===== config.mk =====
export PLATFORM = sky130hd
export DESIGN_NAME = clint
export DESIGN_NICKNAME = d
export VERILOG_FILES = /design/src/rtl/clint.sv
export SDC_FILE = /design/constraint.sdc
export NUM_CORES = 1
export LEC_CHECK = 0
export ABC_AREA = 1
export CAP_MARGIN = 20
export CELL_PAD_IN_SITES_DETAIL_PLACEMENT = 1
export CELL_PAD_IN_SITES_GLOBAL_PLACEMENT = 1
export CORE_MARGIN = 4
export CORE_UTILIZATION = 19
export DETAILED_ROUTE_END_ITERATION = 7
export GPL_TIMING_DRIVEN = 0
export PLACE_DENSITY = 0.9
export SETUP_SLACK_MARGIN = 0.2
export SYNTH_ARGS = -nofsm -noshare
export SYNTH_HDL_FRONTEND = slang
export SYNTH_SLANG_ARGS = --single-unit

===== constraint.sdc =====
create_clock -name clk -period 2.2 [get_ports clk]
set_input_delay 0.66 -clock clk [delete_from_list [all_inputs] [get_ports clk]]
set_output_delay 0.66 -clock clk [all_outputs]
set_load 0.005 [all_outputs]

===== src/rtl/clint.sv =====
// clint - core-local interrupt/trap sequencer.
//
// Watches the instruction in EX for ECALL/EBREAK/MRET and samples the external
// interrupt lines. When it accepts a request it holds the pipeline, then steps
// through the machine-mode CSR writes one per cycle and ends by issuing a
// one-cycle redirect.
//
// Trap path : IDLE -> W_MEPC -> W_MCAUSE -> W_MSTATUS -> ASSERT -> IDLE
// MRET path : IDLE -> W_MRET -> RET_ASSERT -> IDLE
//
// Ports
//   clk, rst        core clock, synchronous active-high reset
//   int_flag_i      external interrupt request lines (level sensitive)
//   inst_i          instruction in EX, inst_addr_i its PC
//   jump_en_i       EX redirect this cycle, jump_addr_i its target
//   csr_mtvec_i     current mtvec (direct mode only)
//   csr_mepc_i      current mepc
//   csr_mstatus_i   current mstatus (bit 3 MIE, bit 7 MPIE)
//   hold_flag_o     stall request to pipeline control
//   csr_we_o        CSR write strobe, with csr_waddr_o / csr_wdata_o
//   int_assert_o    one-cycle redirect strobe, with target int_addr_o
module clint #(
  parameter int unsigned INT_W     = 8,
  parameter logic [31:0] CAUSE_EXT = 32'h8000_000B
) (
  input  logic             clk,
  input  logic             rst,
  input  logic [INT_W-1:0] int_flag_i,
  input  logic [31:0]      inst_i,
  input  logic [31:0]      inst_addr_i,
  input  logic             jump_en_i,
  input  logic [31:0]      jump_addr_i,
  input  logic [31:0]      csr_mtvec_i,
  input  logic [31:0]      csr_mepc_i,
  input  logic [31:0]      csr_mstatus_i,
  output logic             hold_flag_o,
  output logic             csr_we_o,
  output logic [11:0]      csr_waddr_o,
  output logic [31:0]      csr_wdata_o,
  output logic             int_assert_o,
  output logic [31:0]      int_addr_o
);

  localparam logic [31:0] INST_ECALL  = 32'h0000_0073;
  localparam logic [31:0] INST_EBREAK = 32'h0010_0073;
  localparam logic [31:0] INST_MRET   = 32'h3020_0073;

  localparam logic [11:0] CSR_MSTATUS = 12'h300;
  localparam logic [11:0] CSR_MEPC    = 12'h341;
  localparam logic [11:0] CSR_MCAUSE  = 12'h342;

  localparam logic [31:0] CAUSE_ECALL  = 32'd11;
  localparam logic [31:0] CAUSE_EBREAK = 32'd3;

  typedef enum logic [2:0] {
    IDLE,
    W_MEPC,
    W_MCAUSE,
    W_MSTATUS,
    ASSERT,
    W_MRET,
    RET_ASSERT
  } state_t;

  state_t      state;
  logic [31:0] cause;
  logic [31:0] saved_pc;

  logic        is_ecall;
  logic        is_ebreak;
  logic        is_mret;
  logic        sync_trap;
  logic        async_req;
  logic        accept_trap;
  logic        accept_mret;

  // Request decode and acceptance. Only IDLE accepts; anything arriving while a
  // sequence is running is ignored, so the latched cause/PC stay authoritative.
  always_comb begin
    is_ecall    = (inst_i == INST_ECALL);
    is_ebreak   = (inst_i == INST_EBREAK);
    is_mret     = (inst_i == INST_MRET);
    sync_trap   = is_ecall | is_ebreak;
    async_req   = (|int_flag_i) & csr_mstatus_i[3];
    accept_trap = 1'b0;
    accept_mret = 1'b0;
    if (state == IDLE && !rst) begin
      // ECALL/EBREAK win over MRET, which wins over an async interrupt.
      accept_trap = sync_trap | (~is_mret & async_req);
      accept_mret = ~sync_trap & is_mret;
    end
  end

  // Stall starts in the accepting cycle so the instruction in EX does not retire.
  assign hold_flag_o = (state != IDLE) | accept_trap | accept_mret;

  always_ff @(posedge clk) begin
    if (rst) begin
      state    <= IDLE;
      cause    <= '0;
      saved_pc <= '0;
    end else begin
      unique case (state)
        IDLE: begin
          if (accept_trap) begin
            state <= W_MEPC;
            if (is_ecall) begin
              cause    <= CAUSE_ECALL;
              saved_pc <= inst_addr_i;
            end else if (is_ebreak) begin
              cause    <= CAUSE_EBREAK;
              saved_pc <= inst_addr_i;
            end else begin
              // An interrupt taken while EX redirects must return to the target.
              cause    <= CAUSE_EXT;
              saved_pc <= jump_en_i ? jump_addr_i : inst_addr_i;
            end
          end else if (accept_mret) begin
            state <= W_MRET;
          end
        end
        W_MEPC:     state <= W_MCAUSE;
        W_MCAUSE:   state <= W_MSTATUS;
        W_MSTATUS:  state <= ASSERT;
        ASSERT:     state <= IDLE;
        W_MRET:     state <= RET_ASSERT;
        RET_ASSERT: state <= IDLE;
        default:    state <= IDLE;
      endcase
    end
  end

  // Moore output decode: one CSR write per active write state.
  always_comb begin
    csr_we_o     = 1'b0;
    csr_waddr_o  = '0;
    csr_wdata_o  = '0;
    int_assert_o = 1'b0;
    int_addr_o   = '0;
    unique case (state)
      W_MEPC: begin
        csr_we_o    = 1'b1;
        csr_waddr_o = CSR_MEPC;
        csr_wdata_o = saved_pc;
      end
      W_MCAUSE: begin
        csr_we_o    = 1'b1;
        csr_waddr_o = CSR_MCAUSE;
        csr_wdata_o = cause;
      end
      W_MSTATUS: begin
        // MPIE <= MIE, MIE <= 0
        csr_we_o    = 1'b1;
        csr_waddr_o = CSR_MSTATUS;
        csr_wdata_o = {csr_mstatus_i[31:8], csr_mstatus_i[3],
                       csr_mstatus_i[6:4], 1'b0, csr_mstatus_i[2:0]};
      end
      ASSERT: begin
        int_assert_o = 1'b1;
        int_addr_o   = csr_mtvec_i & ~32'h3;
      end
      W_MRET: begin
        // MIE <= MPIE, MPIE <= 1
        csr_we_o    = 1'b1;
        csr_waddr_o = CSR_MSTATUS;
        csr_wdata_o = {csr_mstatus_i[31:8], 1'b1,
                       csr_mstatus_i[6:4], csr_mstatus_i[7], csr_mstatus_i[2:0]};
      end
      RET_ASSERT: begin
        int_assert_o = 1'b1;
        int_addr_o   = csr_mepc_i;
      end
      default: begin
        csr_we_o = 1'b0;
      end
    endcase
  end

endmodule

# Word-level counts from Yosys, hierarchy flattened
# Index checks and enable logic that the tools add are counted.
[totals] ff_bits=67 input_bits=203 output_inout_bits=79 wordCells=46
[classes] n_eq_ne=10 mux=15 n_bitwise=9 reduce_logical=9
[op_table] operator="$mux W32" count=5
[op_table] operator="$pmux W32 S4" count=1
[op_table] operator="$pmux W32 S2" count=1
[op_table] operator="$eq A32 B21 Y1 const B" count=1
[op_table] operator="$eq A32 B30 Y1 const B" count=1
[op_table] operator="$eq A32 B7 Y1 const B" count=1
[op_table] operator="$pmux W10 S3" count=1
[op_table] operator="$pmux W3 S5" count=1
[op_table] operator="$eq A3 B3 Y1 const B" count=3
[op_table] operator="$reduce_or A8 Y1" count=1
[op_table] operator="$eq A3 B2 Y1 const B" count=2
[op_table] operator="$mux W3" count=2
[op_table] operator="$mux W1" count=4
[op_table] operator="$or A1 B1 Y1" count=4
[op_table] operator="$reduce_or A2 Y1" count=2
[op_table] operator="$reduce_or A4 Y1" count=1
[op_table] operator="$and A1 B1 Y1" count=3
[op_table] operator="$eq A3 B1 Y1 const B" count=1
[op_table] operator="$logic_not A3 Y1" count=1
[op_table] operator="$ne A3 B3 Y1 const B" count=1
[op_table] operator="$reduce_bool A3 Y1" count=1
[op_table] operator="$not A1 Y1" count=2
[op_table] operator="$reduce_and A2 Y1" count=1
[op_table] operator="$logic_and A1 B1 Y1" count=1
[op_table] operator="$logic_not A1 Y1" count=1

# Depth between registers and ports, before layout
# Gate-level depths: netlist (run 1).
[depth] depth_word=8 depth_mapped=13 ltp_nobuf=12

# Least setup slack after synthesis (run 1)
# Ideal clock, no wire load.
[synth_path] kind="input to output" start="input port inst_i[2]" end="output port hold_flag_o" arrival_time_ns=1.493 t_required_ns=1.540 path_slack_ns=0.047 stages=10 n_path_buf=0 path_cell_list="inv_1 nand2_1 nor2_1 nand2_1 nor2_4 nand2_1 nand2_2 nand2_8 nand2_8 nand3_1"
[synth_between] elab_chain_len=7 word_cells_on_any_way=13 classes_between="eq/ne: 3; mux: 2; bitwise: 8"
[synth_rtl] item="start: declaration" line="29" text="input logic [31:0] inst_i,"
[synth_rtl] item="$eq A32 B30 Y1" line="82" text="is_mret = (inst_i == INST_MRET);"
[synth_rtl] item="$not A1 Y1" line="89" text="accept_trap = sync_trap | (~is_mret & async_req);"
[synth_rtl] item="$and A1 B1 Y1" line="89"
[synth_rtl] item="$or A1 B1 Y1" line="89"
[synth_rtl] item="$mux W1" line="87" text="if (state == IDLE && !rst) begin"
[synth_rtl] item="$or A1 B1 Y1" line="95" text="assign hold_flag_o = (state != IDLE) | accept_trap | accept_mret;"
[synth_rtl] item="$or A1 B1 Y1 *" line="95"
[synth_rtl] item="end: declaration" line="36" text="output logic hold_flag_o,"
# Every way passes the cells marked *; elsewhere a longest branch is shown, timed or not.

# Final worst setup path (run 1)
[layout_path] start="register state[1]" end="output port csr_wdata_o[1]"
[layout_between] elab_chain_len=2 word_cells_on_any_way=5 classes_between="eq/ne: 4; mux: 1"
[layout_rtl] item="start: declaration" line="65" text="state_t state;"
[layout_rtl] item="start signal: assignment" line="99" text="state <= IDLE;"
[layout_rtl] item="start signal: assignment" line="106" text="state <= W_MEPC;"
[layout_rtl] item="start signal: assignment" line="119" text="state <= W_MRET;"
[layout_rtl] item="$eq A3 B3 Y1 (tied with other cells)" line="140" text="unique case (state)"
[layout_rtl] item="$pmux W32 S4 *" line="140"
[layout_rtl] item="end: declaration" line="39" text="output logic [31:0] csr_wdata_o,"
# Marks and branches as above.

==> results_dict.tcl, run 1 <==
set metrics [dict create \
    port_buffers 272 \
    grt_max_degree 12 \
    ir_drop_v 0.0004213 \
    wl_per_cell_um 16.91 \
    cts-buffers-inserted 5 \
    violations "setup timing" \
    die_x_um 140.8 \
    clk_pin_slew_ns 0.06 \
    drcViolationCount 0 \
    status "complete, but fails checks" \
    fin_crit_ns 2.465 \
    slew_violations 0 \
    synth_cell_types 26 \
    fp.dieH_um 140.8 \
    crit_slowest_cell "dfxtp_4" \
    crit_path_frequent_cell "buf_8" \
    grt_util_met3 0.04206 \
    antenna_found_initial 0 \
    final_area_um2 7791 \
    use_met1 0.1943 \
    maxSlewHeadroom 0.6035 \
    clockBufferDepth 2 \
    path_cells "clkinvlp_4 -> nor3_4 -> nor2_2 -> bufinv_8 -> buf_8 -> buf_8 -> nand2_2 -> o211ai_1 -> buf_2" \
    fmax_mhz 405.7 \
    final_nets 1201 \
    dr.pass1.iters 4 \
    async_reset_ff_frac 0 \
    ys_ff_latch 38 \
    crit_type "flop to output port" \
    cts_tree "yes" \
    cp.arrival_ns 1.80 \
    ys_top_cells_by_count "nor2_1 (192), nand2_1 (161), inv_1 (94), o21ai_0 (48), dfxtp_1 (38)" \
    grt_pass1_wl_um 28900 \
    period_share 1.120 \
    num_antenna_cells 0 \
    r2r_start "state[0]" \
    synth_area_leaders "dfxtp_1 (23%), nor2_1 (21%), nand2_1 (18%)" \
    reg2reg_setup_slack_ns 0.28 \
    place_ws_ns -1.110 \
    root_buffer "clkbuf_16" \
    setup_ws_ns -0.2649 \
    row_count 48 \
    syn_inst 648 \
    syn_avg_cell_area_um2 5.175 \
    power.leakage_nw 3.809 \
    r2r_cells 10 \
    met2_usage 0.3702 \
    required_ns 1.54 \
    critPathCaptureType "output port" \
    fin_cells 1223 \
    yosysMostFrequentCell "nor2_1" \
    htree_levels 2 \
    crit_start "state[1]" \
    place_inst 1151 \
    numClockSinks 38 \
    path_max_fanout 5 \
    routabilityCongestion 0.7736 \
    cpPeakStageDelay_ns 0.40 \
    yosysWarnings 0 \
    grt_setup_unrepaired "yes" \
    finalHoldViolCount 0 \
    fin_worst_skew_ns 0.007868 \
    hold_path_class "flop to flop" \
    synth_ff_type "dfxtp_1" \
    yosysTopAreaCell "dfxtp_1" \
    initial_core_util 0.1939 \
    via_per_inst 4.340 \
    dp_hpwl_um 14520 \
    coreArea_um2 17300 \
    grtUsageTotal 0.1839 \
    drv_cap 0 \
    synthDominantCellAreaShare 0.2269 \
    dpl_cell_area_um2 6407 \
    routed_wirelength_um 20680 \
    area_delta_synth_final_pct 132.4 \
    vias 5308 \
    setup.worst_path.end "csr_wdata_o[1]" \
    drtIter0Drc 126 \
    worst_pin_slew_ns 0.5947 \
    powerDensity_nw_per_um2 699.7 \
    die_area_um2 19840 \
    io-pin-count 282 \
    clk_latency_ns 0.28 \
    ant_nets 0 \
    syn-cell-area_um2 3353 \
    grt_pass1_vias 5578 \
    grt.busiest_layer "met2" \
    synth-seq-area-share 0.2269 \
    setup_violations 55 \
    whs_path_depth 2 \
    grt.overflow.total 0 \
    cp-start-kind "flop" \
    synth_edf_count 0 \
    layout-drive-gt1-share 0.3737 \
    reg2reg_to "saved_pc[20]" \
    hp-start "cause[1]" \
]
## worst min path at each step
| stage | slack [ns] | end |
|---|---|---|
| 4_1_cts | 0.46 | cause[1] |
| 6_report | 0.46 | cause[1] |
| 5_1_grt | 0.50 | cause[1] |
| 2_1_floorplan | 0.43 | cause[1] |
| 3_3_place_gp | 0.44 | cause[1] |
| 3_5_place_dp | 0.45 | cause[1] |
## power breakdown
| group | internal [mW] | switching (mW) |
|---|---|---|
| logic | 1.90 | 1.89 |
| registers | 0.872 | 0.0814 |
| clock network | 0.415 | 0.291 |
| total | 3.19 | 2.26 |
## worst max-delay path: cells and delay by family (launching register included)
| family | cells | cell delay (ns) |
|---|---|---|
| buffers and inverters | 5 | 0.77 |
| AND/OR/NAND/NOR | 3 | 0.28 |
| flip-flops | 1 | 0.40 |
| AO/OA/AOI/OAI | 1 | 0.07 |
## metal layers
metal | up-vias | share of wire
met5 | - | 0
met4 | 0 | 0.014
met3 | 18 | 0.063
met2 | 187 | 0.56
met1 | 2478 | 0.37
li1 | 2625 | -
## cells in the final DEF, fill, tap and decap left out, types with 3 or more instances in the layout
master and instances:
inv_2 16, o21ai_2 19, clkdlybuf4s15_1 8, nand2_1 124, nand2_2 32, clkbuf_2 8, dfxtp_1 35, dfxtp_4 3
buf_6 46, nand2_8 4, o21ai_1 26, dlymetal6s2s_1 4, buf_2 81, buf_4 34, nor2_4 32, clkdlybuf4s50_1 142
clkbuf_4 5, inv_1 72, buf_12 6, nand3_4 3, nand2_4 6, clkbuf_1 4, nor2_1 140, conb_1 7
dlygate4sd2_1 14, nand3_1 29, nor2_2 24, clkbuf_16 13, o21ai_0 13, buf_8 17, inv_4 4, o211ai_1 3
## final cells by class
type	count	area [um^2]
Multi-Input combinational cell	477	2623
Timing Repair Buffer	338	3108
Sequential cell	38	772.0
Tap cell	225	281.5
Inverter	97	409.1
Clock inverter	1	7.507
Clock buffer	6	128.9
Fill cell	2163	9505
Buffer	41	461.7
## per-stage QoR
step	util	hold slack, ns	total power [mW]	TNS, ns
after CTS	0.4024	0.4631	4.758	-9.822
after global placement	0.3704	0.4416	3.360	-41.37
after detailed placement	0.3704	0.4520	3.439	-44.87
after floorplan	-	0.4263	2.104	0
final	0.4504	0.4585	5.451	-9.721
after global routing	0.4504	0.4956	5.831	-14.30
## registers in the layout (all words and copies together) (netlist names)
register,cells
saved_pc,32
state,3
cause,3
## cell families (layout without fill, tap and decap cells)
logic type | Yosys count | in the layout | share of synthesized area
other cells | 1 | 7 | 0.001118
compound gates | 69 | 69 | 0.1063
flops | 38 | 38 | 0.2269
buf+inv | 139 | 483 | 0.1802
simple gates | 401 | 401 | 0.4854
## timing repair
action | in CTS | in global routing
pin swaps | 60 | 63
hold buffers | 0 | 0
setup endpoints to repair | 109 | 103
resized for setup | 559 | 237
buffers inserted | 39 | 16
cloned | 4 | 7
Power figures use the tool's default switching activity.
==> run 2, diff against run 1 <==
PLACE_DENSITY = default   (was 0.9)
PLACE_DENSITY_LB_ADDON = 0.1   (was default)
==> run 2 against run 1 <==
  * The run still ends with setup timing left
  * Hold slack gained 0.016 ns
  * Final cell count grew 0.90%
  * Critical path depth grew 1
  * Non-clock buffer count grew 8
  * Sequential share of layout area shrank 0.26 points
  * Global-route usage shrank 0.86 points
  * Clock power grew 20%
  * Core utilization grew 1.2 points
  * Critical path type unchanged
==> results_dict.tcl, run 2 (synthesized netlist as in run 1, its figures left out) <==
set metrics [dict create \
    crit_start "state[1]" \
    slew_violations 0 \
    coreArea_um2 17300 \
    ir_drop_v 0.0004149 \
    ant_nets 0 \
    critPathCaptureType "output port" \
    fin_worst_skew_ns 0.004360 \
    fill_cells 2208 \
    finalHoldViolCount 0 \
    num_antenna_cells 0 \
    fin_setup_tns_ns -8.536 \
    required_ns 1.54 \
    routabilityCongestion 0.7821 \
    die_x_um 140.8 \
    drcViolationCount 0 \
    wl_per_cell_um 15.84 \
    multi_input_area_um2 2664 \
    grt_max_degree 12 \
    vias 5182 \
    path_max_fanout 5 \
    crit_path_frequent_cell "buf_6" \
    grtUsageTotal 0.1753 \
    final_common_cell "clkdlybuf4s50_1" \
    hold_path_class "flop to flop" \
    clockBufferDepth 2 \
    htree_levels 2 \
    cts-buffers-inserted 5 \
    grt_pass1_wl_um 27660 \
    place_ws_ns -1.141 \
    antenna_found_initial 0 \
    worst_pin_slew_ns 0.6141 \
    setup_violations 52 \
    crit_slowest_cell "dfxtp_4" \
    fin_crit_ns 2.474 \
    grt.overflow.total 0 \
    fin_hold_ws_ns 0.4740 \
    final_nets 1211 \
    io-pin-count 282 \
    via_per_inst 4.199 \
    power.leakage_nw 3.987 \
    violations "setup timing" \
    p_seq_frac 0.170 \
    fp.dieH_um 140.8 \
    top_register "saved_pc" \
    seq_area_um2 772.0 \
    setup_ws_ns -0.2740 \
    initial_core_util 0.1939 \
    path_cells "clkinvlp_4 -> nor3_4 -> nor2_1 -> inv_2 -> buf_6 -> buf_6 -> buf_16 -> nand2_2 -> o211ai_1 -> buf_2" \
    status "complete, but fails checks" \
    cpPeakStageDelay_ns 0.38 \
    hp-start "cause[1]" \
    routed_wirelength_um 19540 \
    p_int_mw 3.367 \
    period_share 1.125 \
    row_count 48 \
    cts-hold-fix-buffers 0 \
    grt_setup_unrepaired "yes" \
    top_layer "met4" \
    drtIter0Drc 104 \
    reg.largest.list "saved_pc x32, cause x3, state x3" \
    p_clk_frac 0.153 \
    power_frac_comb 0.677 \
    wl_met3_um 1184 \
    powerDensity_nw_per_um2 692.2 \
    wl_met2_um 10330 \
    clk_pin_slew_ns 0.06 \
    largest_register_ffs 32 \
    power.net_switching_mw 2.174 \
    root_buffer "clkbuf_16" \
    cp-start-kind "flop" \
    switching_share 0.3924 \
    grt_pass1_vias 4945 \
    layout_common_cells "clkdlybuf4s50_1 (144), nor2_1 (143), nand2_1 (114)" \
    cp.arrival_ns 1.81 \
    cts_tree "yes" \
    dp_hpwl_um 13910 \
    die_area_um2 19840 \
    drv_cap 0 \
    crit_type "flop to output port" \
    fmax_mhz 404.2 \
    port_buffers 272 \
    dr.pass1.iters 4 \
    maxSlewHeadroom 0.5899 \
    area_delta_synth_final_pct 138.7 \
    met1Wirelength_um 7860 \
    numClockSinks 38 \
    r2r_start "state[2]" \
    clk_latency_ns 0.29 \
    layout-drive-gt1-share 0.3766 \
]
## run 2: changes by cell type in the layout (fill, tap and decap cells not counted), moves of 4 or more
| cell | delta |
|---|---|
| o21ai_2 | +4 |
| buf_2 | -18 |
| inv_1 | +8 |
| nand2_4 | +10 |
| buf_8 | +4 |
| dlygate4sd2_1 | +10 |
| clkdlybuf4s15_1 | -7 |
| buf_12 | +4 |
| nand2_1 | -10 |
| o21ai_0 | -4 |
| inv_2 | -7 |
| clkbuf_2 | +21 |
## run 2: stage by stage
step,instance area (um^2),cells,util,power [mW]
after floorplan,3403,654,-,2.104
after global placement,6407,1151,0.3704,3.390
after detailed placement,6407,1151,0.3704,3.404
after CTS,7134,1202,0.4125,4.787
after global routing,8005,1234,0.4628,5.950
final,8005,1234,0.4628,5.542
## run 2: metal layers
metal  vias up  track usage
met2       159       0.3279
met3        14      0.03765
met5         -            0
met4         0      0.02754
li1       2651            -
met1      2358       0.2083
## run 2: worst max-delay path, delay by kind of cell, from the launching register on
family                 cells  cell delay (ns)
AO/OA/AOI/OAI              1             0.06
buffers and inverters      6             0.74
flip-flops                 1             0.38
AND/OR/NAND/NOR            3             0.33
## run 2: cell type report
cell class / count / area share
Buffer: 41 / 0.05861
Timing Repair Buffer: 346 / 0.4076
Clock inverter: 1 / 0.003751
Inverter: 97 / 0.04908
Multi-Input combinational cell: 479 / 0.3328
Tap cell: 225 / 0.03517
Sequential cell: 38 / 0.09644
Clock buffer: 7 / 0.01657
## run 2: path summary, 6_finish.rpt
check	end	slack, ns	depth (start not counted)
setup / recovery	csr_wdata_o[0]	-0.27	10
hold / removal	cause[1]	0.47	2
setup reg to reg	saved_pc[19]	0.34	11
hold reg to reg	cause[1]	0.47	2
## run 2: timing repair
action / CTS / global route
setup buffers: 37 / 22
endpoints found under the setup margin: 109 / 107
cloned: 7 / 10
resized for setup: 521 / 251
pin swaps: 64 / 53
## run 2: power by group through the flow
stage | Clock, mW | Sequential, mW | Combinational (mW)
final | 0.847 | 0.944 | 3.75
after floorplan | 0 | 0.925 | 1.18
after CTS | 0.871 | 0.944 | 2.97
after global routing | 0.906 | 0.962 | 4.08
after detailed placement | 0 | 0.943 | 2.46
after global placement | 0 | 0.937 | 2.45
==> run 3, diff against run 2 <==
CORE_UTILIZATION = 20   (was 19)
CTS_BUF_LIST = sky130_fd_sc_hd__clkbuf_8   (was default)
==> run 3 against run 2 <==
  * The flow still finishes with violations (setup timing)
  * Worst setup slack improved by 0.084 ns
  * Combinational power is 2% lower
  * Largest power group unchanged
  * Final cell count grew 0.41%
  * Sequential share of layout area rose by 0.38 points
  * Via count rose by 1.2%
  * Core utilization rose by 0.35 points
  * Clock-buffer cell count fell by 1
  * Largest cell class unchanged
  * Global-route usage is 2.0 points higher
  * Die area fell by 4.7%
  * Design area fell by 3.8%
  * Register-to-register slack worse by 0.02 ns
  * Routed wire length increased by 2.0%
==> results_dict.tcl, run 3 (synthesized netlist as in run 1, its figures left out) <==
set metrics [dict create \
    cpPeakStageDelay_ns 0.13 \
    clk_latency_ns 0.29 \
    slew_violations 0 \
    layout-drive-gt1-share 0.3691 \
    critPathTopFamily "simple AND/OR/NAND/NOR gates" \
    hold_path_class "flop to flop" \
    cts-buffers-inserted 5 \
    vias 5245 \
    setup_violations 57 \
    numClockSinks 38 \
    period_share 1.086 \
    clockBufferDepth 2 \
    port_buffers 272 \
    routabilityCongestion 0.7352 \
    drtIter0Drc 121 \
    fin_setup_tns_ns -4.031 \
    clk_pin_slew_ns 0.08 \
    grt.overflow.total 0 \
    cp.arrival_ns 1.73 \
    ir_drop_v 0.0003626 \
    via_per_inst 4.233 \
    setup_ws_ns -0.1902 \
    critPathCaptureType "output port" \
    grt_max_degree 12 \
    routed_wirelength_um 19940 \
    final_common_cell "nor2_1" \
    largest_register_ffs 32 \
    path_max_fanout 2 \
    final_nets 1219 \
    layout_common_cells "nor2_1 (167), clkdlybuf4s50_1 (139), nand2_1 (119)" \
    path_cells "buf_2 -> inv_1 -> nand2_1 -> nor2_2 -> nand2_2 -> nor2_4 -> nand2_2 -> nand2_4 -> nand2_8 -> nand2_8 -> nand3_4 -> buf_6" \
    fp.dieH_um 137.5 \
    antenna_found_initial 2 \
    top_register "saved_pc" \
    status "complete, but fails checks" \
    crit_start "inst_i[22]" \
    finalHoldViolCount 0 \
    crit_slowest_cell "nor2_4" \
    row_count 47 \
    coreArea_um2 16520 \
    io-pin-count 282 \
    die_x_um 137.5 \
    crit_type "input pin to output port" \
    area_delta_synth_final_pct 129.8 \
    power_frac_comb 0.701 \
    p_clk_frac 0.118 \
    ant_nets 0 \
    dr.pass1.iters 7 \
    cts_tree "yes" \
    fin_cells 1239 \
    fin_hold_ws_ns 0.4675 \
    hp-start "cause[1]" \
    drcViolationCount 0 \
    p_seq_frac 0.181 \
    fmax_mhz 418.4 \
    power.leakage_nw 3.868 \
    cp-start-kind "input pin" \
    maxSlewHeadroom 0.6598 \
    powerDensity_nw_per_um2 683.3 \
    grt_pass1_wl_um 28840 \
    wl_per_cell_um 16.09 \
    switching_share 0.4025 \
    required_ns 1.54 \
    r2r_start "state[2]" \
    power.net_switching_mw 2.119 \
    grtUsageTotal 0.1954 \
    worst_pin_slew_ns 0.5104 \
    p_int_mw 3.146 \
    final_area_um2 7705 \
    root_buffer "clkbuf_8" \
    grt_setup_unrepaired "yes" \
    reg.largest.list "saved_pc x32, cause x3, state x3" \
    die_area_um2 18900 \
    cts-hold-fix-buffers 0 \
    violations "setup timing" \
    place_inst 1146 \
    drv_cap 0 \
    initial_core_util 0.2029 \
    fin_worst_skew_ns 0.002172 \
    fin_crit_ns 2.390 \
    grt_pass1_vias 5227 \
    htree_levels 2 \
    dp_hpwl_um 14240 \
    dpl_cell_area_um2 6401 \
    critPathBufInv 3 \
]
[run 3: changes by cell type in the layout (fill, tap and decap cells not counted), sizes merged, moves of 2 or more]
| cell | change |
|---|---|
| dlygate4sd2 | +5 |
| diode | +3 |
| nand2 | -2 |
| clkdlybuf4s50 | -5 |
| clkbuf | -25 |
| buf | +35 |
[run 3: final cells by class]
cell class                 instances  area (um^2)
tap                              220        275.3
antenna                            3        7.507
sequential                        38        772.0
fill                            2164         8820
timing repair buffer             355         3169
inverter                          97        397.9
buffer                            42        518.0
clock buffer                       6        82.58
clock inverter                     1        30.03
multi-input combinational        477         2452
[run 3: metrics by stage]
| step | util | worst slack [ns] | power [mW] |
|---|---|---|---|
| 2_1_floorplan | - | 0.07059 | 2.104 |
| 6_report | 0.4663 | -0.1902 | 5.265 |
| 3_5_place_dp | 0.3874 | -1.099 | 3.419 |
| 3_3_place_gp | 0.3874 | -1.094 | 3.390 |
| 5_1_grt | 0.4661 | -0.2611 | 5.656 |
| 4_1_cts | 0.4361 | -0.2179 | 4.912 |
[run 3: what timing repair did]
item | CTS | global route
cloned | 6 | 3
gates resized for setup | 643 | 117
setup endpoints to repair | 109 | 106
endpoints found under the hold margin | 0 | 0
setup buffers | 59 | 15
pin swaps | 95 | 68
[run 3: power by group through the flow]
stage / Clock (mW) / Combinational (mW) / Sequential (mW)
finish: 0.623 / 3.69 / 0.954
global placement: 0 / 2.45 / 0.937
global route: 0.671 / 4.01 / 0.972
CTS: 0.643 / 3.32 / 0.951
detailed placement: 0 / 2.47 / 0.947
floorplan: 0 / 1.18 / 0.925
[run 3: per-layer routing]
layer / up-vias / track usage / wire, um
li1: 2661 / - / -
met4: 0 / 0.04213 / 375
met2: 182 / 0.3788 / 10610
met1: 2380 / 0.2118 / 7249
met5: - / 0 / 0
met3: 22 / 0.04785 / 1705
[run 3: worst reg2reg max path: stages (launching register included)]
cell,delay [ns]
dfxtp_4,0.37
buf_4,0.15
nor2_1,0.11
inv_2,0.08
nor2_4,0.13
inv_1,0.09
nor2_4,0.18
buf_4,0.20
buf_4,0.19
nand3_1,0.11
nor2_2,0.12
nor2_1,0.05
[run 3: path summary, 6_finish.rpt]
kind | slack (ns) | cells past startpoint | to
max | -0.19 | 12 | hold_flag_o
min reg2reg | 0.47 | 2 | cause[1]
max reg2reg | 0.32 | 11 | saved_pc[4]
min | 0.47 | 2 | cause[1]
